--- src/rtl/mux_arb_pkg.sv ---
// Shared types and helpers for the round-robin stream arbiter.
// Holds the arbiter FSM encoding and the pointer-advance function.
package mux_arb_pkg;

    typedef enum logic {
        ARB_IDLE  = 1'b0,
        ARB_GRANT = 1'b1
    } arb_state_e;

    // Next round-robin start position after serving requester ptr.
    function automatic int rr_next(input int ptr, input int n);
        return (ptr + 1) % n;
    endfunction

endpackage

--- src/rtl/rr_priority_sel.sv ---
// Rotating priority encoder: first set req bit scanning ptr, ptr+1, ... mod N.
// Latency: purely combinational, zero cycles.
// Backpressure: none; consumer decides when to sample idx/found.
module rr_priority_sel #(
    parameter int N    = 4,
    parameter int SELW = $clog2(N)
) (
    input  logic [N-1:0]    req,
    input  logic [SELW-1:0] ptr,
    output logic [SELW-1:0] idx,
    output logic            found
);

    logic [SELW-1:0] pos;

    // Walk offsets from farthest to nearest so the nearest hit is written last.
    always_comb begin
        idx   = '0;
        found = 1'b0;
        pos   = '0;
        for (int k = N - 1; k >= 0; k--) begin
            pos = SELW'((int'(ptr) + k) % N);
            if (req[pos]) begin
                idx   = pos;
                found = 1'b1;
            end
        end
    end

endmodule

--- src/rtl/mux_rr_arbiter.sv ---
// Round-robin arbiter + N:1 stream mux into one registered output slice (MUX_ARB_PKT_LOCK_EN: packet-atomic grants).
// Latency: request in IDLE -> in_ready next cycle -> out_valid the cycle after; 1 beat/cycle while granted.
// Backpressure: granted in_ready = !out_valid || out_ready; slice holds data stable while out_ready is low.
module mux_rr_arbiter #(
    parameter int N     = 4,
    parameter int WIDTH = 2
) (
    input  logic                 clk,
    input  logic                 rst,
    input  logic [N-1:0]         in_valid,
    input  logic [N*WIDTH-1:0]   in_data,
    input  logic [N-1:0]         in_last,
    output logic [N-1:0]         in_ready,
    output logic                 out_valid,
    output logic [WIDTH-1:0]     out_data,
    output logic                 out_last,
    input  logic                 out_ready,
    output logic [$clog2(N)-1:0] out_sel
);

    import mux_arb_pkg::*;

    localparam int SELW = $clog2(N);

    arb_state_e      state;
    arb_state_e      state_nxt;
    logic [SELW-1:0] rr_ptr;
    logic [SELW-1:0] win_idx;
    logic            win_found;
    logic            slot_free;
    logic            accept;
    logic            release_grant;

    rr_priority_sel #(
        .N    (N),
        .SELW (SELW)
    ) u_sel (
        .req   (in_valid),
        .ptr   (rr_ptr),
        .idx   (win_idx),
        .found (win_found)
    );

    // Output slice can take a beat when empty or draining this cycle.
    assign slot_free = !out_valid || out_ready;

    always_ff @(posedge clk or posedge rst) begin
        if (rst) begin
            state <= ARB_IDLE;
        end else begin
            state <= state_nxt;
        end
    end

    always_comb begin
        state_nxt     = state;
        in_ready      = '0;
        accept        = 1'b0;
        release_grant = 1'b0;
        case (state)
            ARB_IDLE: begin
                if (win_found) begin
                    state_nxt = ARB_GRANT;
                end
            end
            ARB_GRANT: begin
                in_ready[out_sel] = slot_free;
                accept            = in_valid[out_sel] && slot_free;
`ifdef MUX_ARB_PKT_LOCK_EN
                release_grant     = accept && in_last[out_sel];
`else
                release_grant     = accept;
`endif
                if (release_grant) begin
                    state_nxt = ARB_IDLE;
                end
            end
            default: state_nxt = ARB_IDLE;
        endcase
    end

    always_ff @(posedge clk or posedge rst) begin
        if (rst) begin
            rr_ptr    <= '0;
            out_sel   <= '0;
            out_valid <= 1'b0;
            out_data  <= '0;
            out_last  <= 1'b0;
        end else begin
            if (state == ARB_IDLE && win_found) begin
                out_sel <= win_idx;
            end
            if (release_grant) begin
                rr_ptr <= SELW'(rr_next(int'(out_sel), N));
            end
            if (accept) begin
                out_valid <= 1'b1;
                out_data  <= in_data[int'(out_sel)*WIDTH +: WIDTH];
                out_last  <= in_last[out_sel];
            end else if (out_ready) begin
                out_valid <= 1'b0;
            end
        end
    end

endmodule
--- config.mk ---
export PLATFORM = sky130hd
export DESIGN_NAME = mux_rr_arbiter
export DESIGN_NICKNAME = d
export VERILOG_FILES = /design/src/rtl/mux_arb_pkg.sv /design/src/rtl/rr_priority_sel.sv /design/src/rtl/mux_rr_arbiter.sv
export SDC_FILE = /design/constraint.sdc
export NUM_CORES = 1
export LEC_CHECK = 0
export BUFFER_PORTS_ARGS = -buffer_cell sky130_fd_sc_hd__buf_2
export CAP_MARGIN = 5
export CELL_PAD_IN_SITES_DETAIL_PLACEMENT = 0
export CELL_PAD_IN_SITES_GLOBAL_PLACEMENT = 2
export CORE_ASPECT_RATIO = 0.9
export CORE_MARGIN = 5
export CORE_UTILIZATION = 30
export DETAILED_ROUTE_END_ITERATION = 7
export GPL_TIMING_DRIVEN = 0
export PLACE_DENSITY_LB_ADDON = 0.2
export SYNTH_ARGS = -nofsm -noshare
export SYNTH_HDL_FRONTEND = slang
export SYNTH_SLANG_ARGS = --single-unit
--- constraint.sdc ---
create_clock -name clk -period 4.05 [get_ports clk]
set_input_delay 0.405 -clock clk [delete_from_list [all_inputs] [get_ports clk]]
set_output_delay 0.405 -clock clk [all_outputs]
set_load 0.02 [all_outputs]
Word level (Yosys, flattened, before mapping):

Cells that the tools add are included.

* register bits: 9
* input port bits: 19
* output and inout port bits: 10
* logic and storage cells: 54

* add/subtract/negate cells: 4
* magnitude comparators: 6
* shift-type cells: 1
* multiplexer cells: 29
* bitwise gates (word level): 2
* reduce and logical (&&, ||, !) cells: 6

Operators by type and width (count)
* $mux 1: 16
* $lt 2x3->1 const B: 5
* $bmux 1 s2: 6
* $mux 2: 4
* $shiftx 8x4->2: 1
* $add 2x1->2 const B: 2
* $add 2x2->2 const B: 2
* $and 4x4->4: 1
* $mux 4: 1
* $logic_and 1x1->1: 3
* $demux 1 s2: 1
* $ge 2x1->1 const B: 1
* $pmux 1 s2: 1
* $reduce_bool 2->1: 1
* $logic_not 1->1: 1
* $logic_or 1x1->1: 1
* $not 1->1: 1

Logic depth before layout (Yosys ltp):

* depth in word-level cells: 9
* mapped depth: 4
* depth with buffers taken out: 3

By module:

A second synthesis with hierarchy kept.

* cells, all modules: 57
* area, all modules: 669.4 µm²

Modules (own cells, without submodules)
* mux_rr_arbiter: times used 1, cells each 44, area each 591.8 µm², sequential area each 225.2 µm²
* rr_priority_sel: times used 1, cells each 13, area each 77.6 µm², sequential area each 0.0 µm²

Least setup slack after synthesis:

Ideal clock, no wire load.

* path kind: register to register
* start: reg out_sel[1]
* end: reg out_data[0]
* library setup time: 0.125 ns
* arrival time: 1.601 ns
* slack: 2.324 ns
* stages on the path, launching flop included: 5
* buffers on the path: 1
* cells stage by stage: dfrtp_1 -> buf_6 -> mux4_2 -> nand3_4 -> mux2_4

* longest elaborated chain between the ends: 4

Ends and longest elaborated chain
* from (decl): RTL line mux_rr_arbiter.sv:18 `output logic [$clog2(N)-1:0] out_sel`
* from (signal assigned): RTL line mux_rr_arbiter.sv:91 `out_sel <= win_idx;`
* $bmux 1 s2: RTL line mux_rr_arbiter.sv:68 `accept = in_valid[out_sel] && slot_free;`
* $mux 1 (not written as such): RTL line mux_rr_arbiter.sv:68
* $logic_and 1x1->1: RTL line mux_rr_arbiter.sv:68
* $mux 1: RTL line mux_rr_arbiter.sv:60 `case (state)`
* to (signal assigned): RTL line mux_rr_arbiter.sv:98 `out_data <= in_data[int'(out_sel)*WIDTH +: WIDTH];`
* to (decl): RTL line mux_rr_arbiter.sv:15 `output logic [WIDTH-1:0] out_data,`

Parallel ways exist; a longest one is shown, timed or not. The select of a mux whose other input is x is not followed.
A chain may end at the register's enable or synchronous reset.

Worst setup path in the final report:

* start: reg out_sel[0]
* end: out in_ready[2]

* longest elaborated chain between the ends: 6

Ends and longest elaborated chain
* $lt 2x3->1 (not written as such) or $ge 2x1->1 (tied branches): RTL line mux_rr_arbiter.sv:67 `in_ready[out_sel] = slot_free;`
* $logic_and 1x1->1 (not written as such): RTL line mux_rr_arbiter.sv:67
* $mux 1 (not written as such): RTL line mux_rr_arbiter.sv:67
* $demux 1 s2 (*): RTL line mux_rr_arbiter.sv:67
* $and 4x4->4 (no source line) (*)
* $mux 4 (*): RTL line mux_rr_arbiter.sv:60
* to (decl): RTL line mux_rr_arbiter.sv:13 `output logic [N-1:0] in_ready,`

Mark *: on every way between the ends. The rest lies on a longest branch, timed or not.

==> impl_results.md <==
* Port buffer count at 28
* Gate power share at 0.613
* Post-synthesis sequential area ratio at 0.329
* Outcome: finished clean
* First-pass GRT wire length at 2750 um
* Worst Hold Class: input pin to asynchronous set/reset pin
* Placed Cells at 113
* Total GRT Usage at 0.110
* Crit start category: flip-flop
* Setup Viol. Count Final at 0
* Synth Register Bits at 9
* Fmax at 559 MHz
* Clock slew at reported path FFs at ~0.060 ns
* DR DRC count at 0
* Worst vdd ir at 0.000263 V
* Clk pwr share at 0.110
* Initial Utilization at 0.314
* Critical Path RT at between 3 and 4 ns
* Net count, final at 114
* Die outline width at 60.3 um
* Area Overhead vs Synth at 29.3%
* Max incr delay on CP at approximately 0.41 ns
* Critical path's slowest cell: dfrtp_1
* Worst setup path startpoint: out_sel[0]$_DFFE_PP0P_
* Final hold viol count at 0
* Critical path type: flip-flop to output pin
* Syn_area_per_cell at 11.8 um^2
* RR Startpoint: out_sel[1]$_DFFE_PP0P_
* Vias in the first global route at 594
* 1st-iter DRT viols at 8
* Final setup margin at 2.26 ns
* Yosys warns at 0
* Post-synth EDFFs at 0
* Number of diodes at 0
* CP Data Arrival Time at 1.38 ns
* Core ar. at 2180 um^2
* Post-Syn Area at 684 um^2
* Total gr overflow at 0
* Final setup skew at 0.00218 ns
* Max Slew Vio Count at 0
* Sw power at 0.261 mW
* Sw frac at 0.416
* Buf/Inv on CP at 3
* Final Non-Filler Cells at 117
* Tcrit/Tclk final at 0.442
* Crit path time final at 1.79 ns
* Placement Setup Slack at 2.38 ns
* Number of cell rows at 16
* Post-synthesis cell count at 58
* Vias post-DR at 568
* H-tree lvl count at 1
* Antenna violations before repair at 0
* Worst setup EP type: output pin
* CTS Hold Bufs at 0
* Tightest Pin Transition at 0.598 ns
* Critical-path cell list: buf_6, inv_1, ha_1, and3_1, buf_2
* Flop pwr share at 0.277
* Vias/cell at 4.85
* Post-CTS Setup Repair Bufs at 0
* I/O pins at 29
* Die ar. at 3340 um^2
* RSZ-0062 raised after global routing: false
* Syn nets at 81
* CTS resizes at 0
* Max_slew headroom at 0.598
* Worst hold slack at 0.0925 ns
* Leakage power at 0.458 nW
* Max cap viols at 0
* Pre-antenna DRT Iters at 4
* Routability congestion estimate at 0.676
* Root Driver: clkbuf_4
* Sink Count at 9
* Largest net degree at the start of global routing at 11
* Layout cell share with drive strength beyond 1 at 0.467
* Final Util at 0.405
* CP top delay family: flip-flops
* CP max FO at 7
* Top FF cell, synth: dfrtp_1
* Clk buf depth at 2
* CTS tree: built
* Pwr/cell area at around 710 nW/um^2
* Die Y at 55.3 um
* CTS buffer count at 3
* Internal power at 0.367 mW
* Async SR Flop Fraction at 1.00
* Fin Setup TNS at 0 ns
* Antenna viol nets, final at 0
* Distinct cells, synth at 28
* Drt total wl at approximately 1500 um
* Drt wl/cell at 13.2 um
* Clock Latency Late Sink at approximately 0.26 ns
==> cell usage after synthesis (2+ instances only) <==
master    instances  area [um^2]
mux2_4            4         60.1
dfrtp_1           9          225
nand2_1           2         7.51
o21ai_0           2         10.0
mux4_1            3         78.8
ha_1              4         50.1
a21oi_1           2         10.0
buf_6             2         22.5
and3_1            4         25.0
mux2_2            2         22.5
inv_1             5         18.8
nor2_1            2         7.51
nand2b_1          2         12.5
==> logic make-up (layout without fill, tap and decap cells) <==
family | count (synthesis) | count (layout) | synth area share
AO/OA/AOI/OAI | 10 | 10 | 0.0987
adder cells (fa/ha/maj) | 4 | 4 | 0.0731
buffers and inverters | 8 | 40 | 0.0658
flip-flops | 9 | 9 | 0.329
multiplexers | 11 | 11 | 0.283
AND/OR/NAND/NOR | 16 | 16 | 0.150
==> registers in the layout (all words and copies together) (netlist names) <==
name       count
out_data       2
out_sel        2
rr_ptr         2
out_last       1
out_valid      1
state          1
==> layout by cell type (no fill, tap or decap), types with 2 or more instances in the layout <==
cell type / instances
buf_2: 28
dfrtp_1: 9
inv_1: 5
mux2_4: 4
and3_1: 4
ha_1: 4
mux4_1: 3
clkbuf_4: 3
buf_6: 2
nand2_1: 2
nor2_1: 2
nand2b_1: 2
a21oi_1: 2
clkbuf_1: 2
o21ai_0: 2
mux2_2: 2
==> metrics by stage <==
step           power [mW]  cell area, um^2
4_1_cts             0.641              885
5_1_grt             0.684              885
3_5_place_dp        0.569              858
6_report            0.629              885
2_1_floorplan       0.465              684
3_3_place_gp        0.566              858
==> worst register-to-register path: stages (launching register included) <==
cell and delay [ns]:
dfrtp_1 0.39, buf_6 0.16, mux4_2 0.53, nand3_4 0.16, mux2_4 0.31
==> layer usage <==
metal	vias up	share of wire	GRT usage
met4	0	0.0045	0.0570
met2	17	0.49	0.160
li1	285	-	-
met3	2	0.082	0.0303
met5	-	0	0
met1	264	0.42	0.144
==> worst paths after layout <==
kind	slack (ns)	end	cells past startpoint
worst max-delay path	2.26	in_ready[2]	5
worst min-delay path	0.09	out_sel[0]$_DFFE_PP0P_	2
worst max register to register	2.38	out_last$_DFFE_PP0P_	4
worst min register to register	0.50	out_last$_DFFE_PP0P_	1
max in group asynchronous	3.71	out_data[0]$_DFFE_PP0P_	2
min in group clk	0.50	out_last$_DFFE_PP0P_	1
==> area by class of cell <==
| class | count | area [um^2] |
|---|---|---|
| fillers | 234 | 1300 |
| inverters | 5 | 18.8 |
| plain buffers | 3 | 26.3 |
| repair buffers | 28 | 140 |
| multi-input cells | 41 | 414 |
| clock buffers | 4 | 26.3 |
| well taps | 27 | 33.8 |
| flip-flops and latches | 9 | 225 |
==> power groups by stage <==
stage               logic, mW  clock network (mW)  registers (mW)
finish                  0.386              0.0691           0.174
global placement        0.390                   0           0.176
floorplan               0.257                   0           0.208
CTS                     0.393              0.0732           0.174
detailed placement      0.393                   0           0.175
global route            0.424              0.0787           0.181
Power figures use the tool's default switching activity.
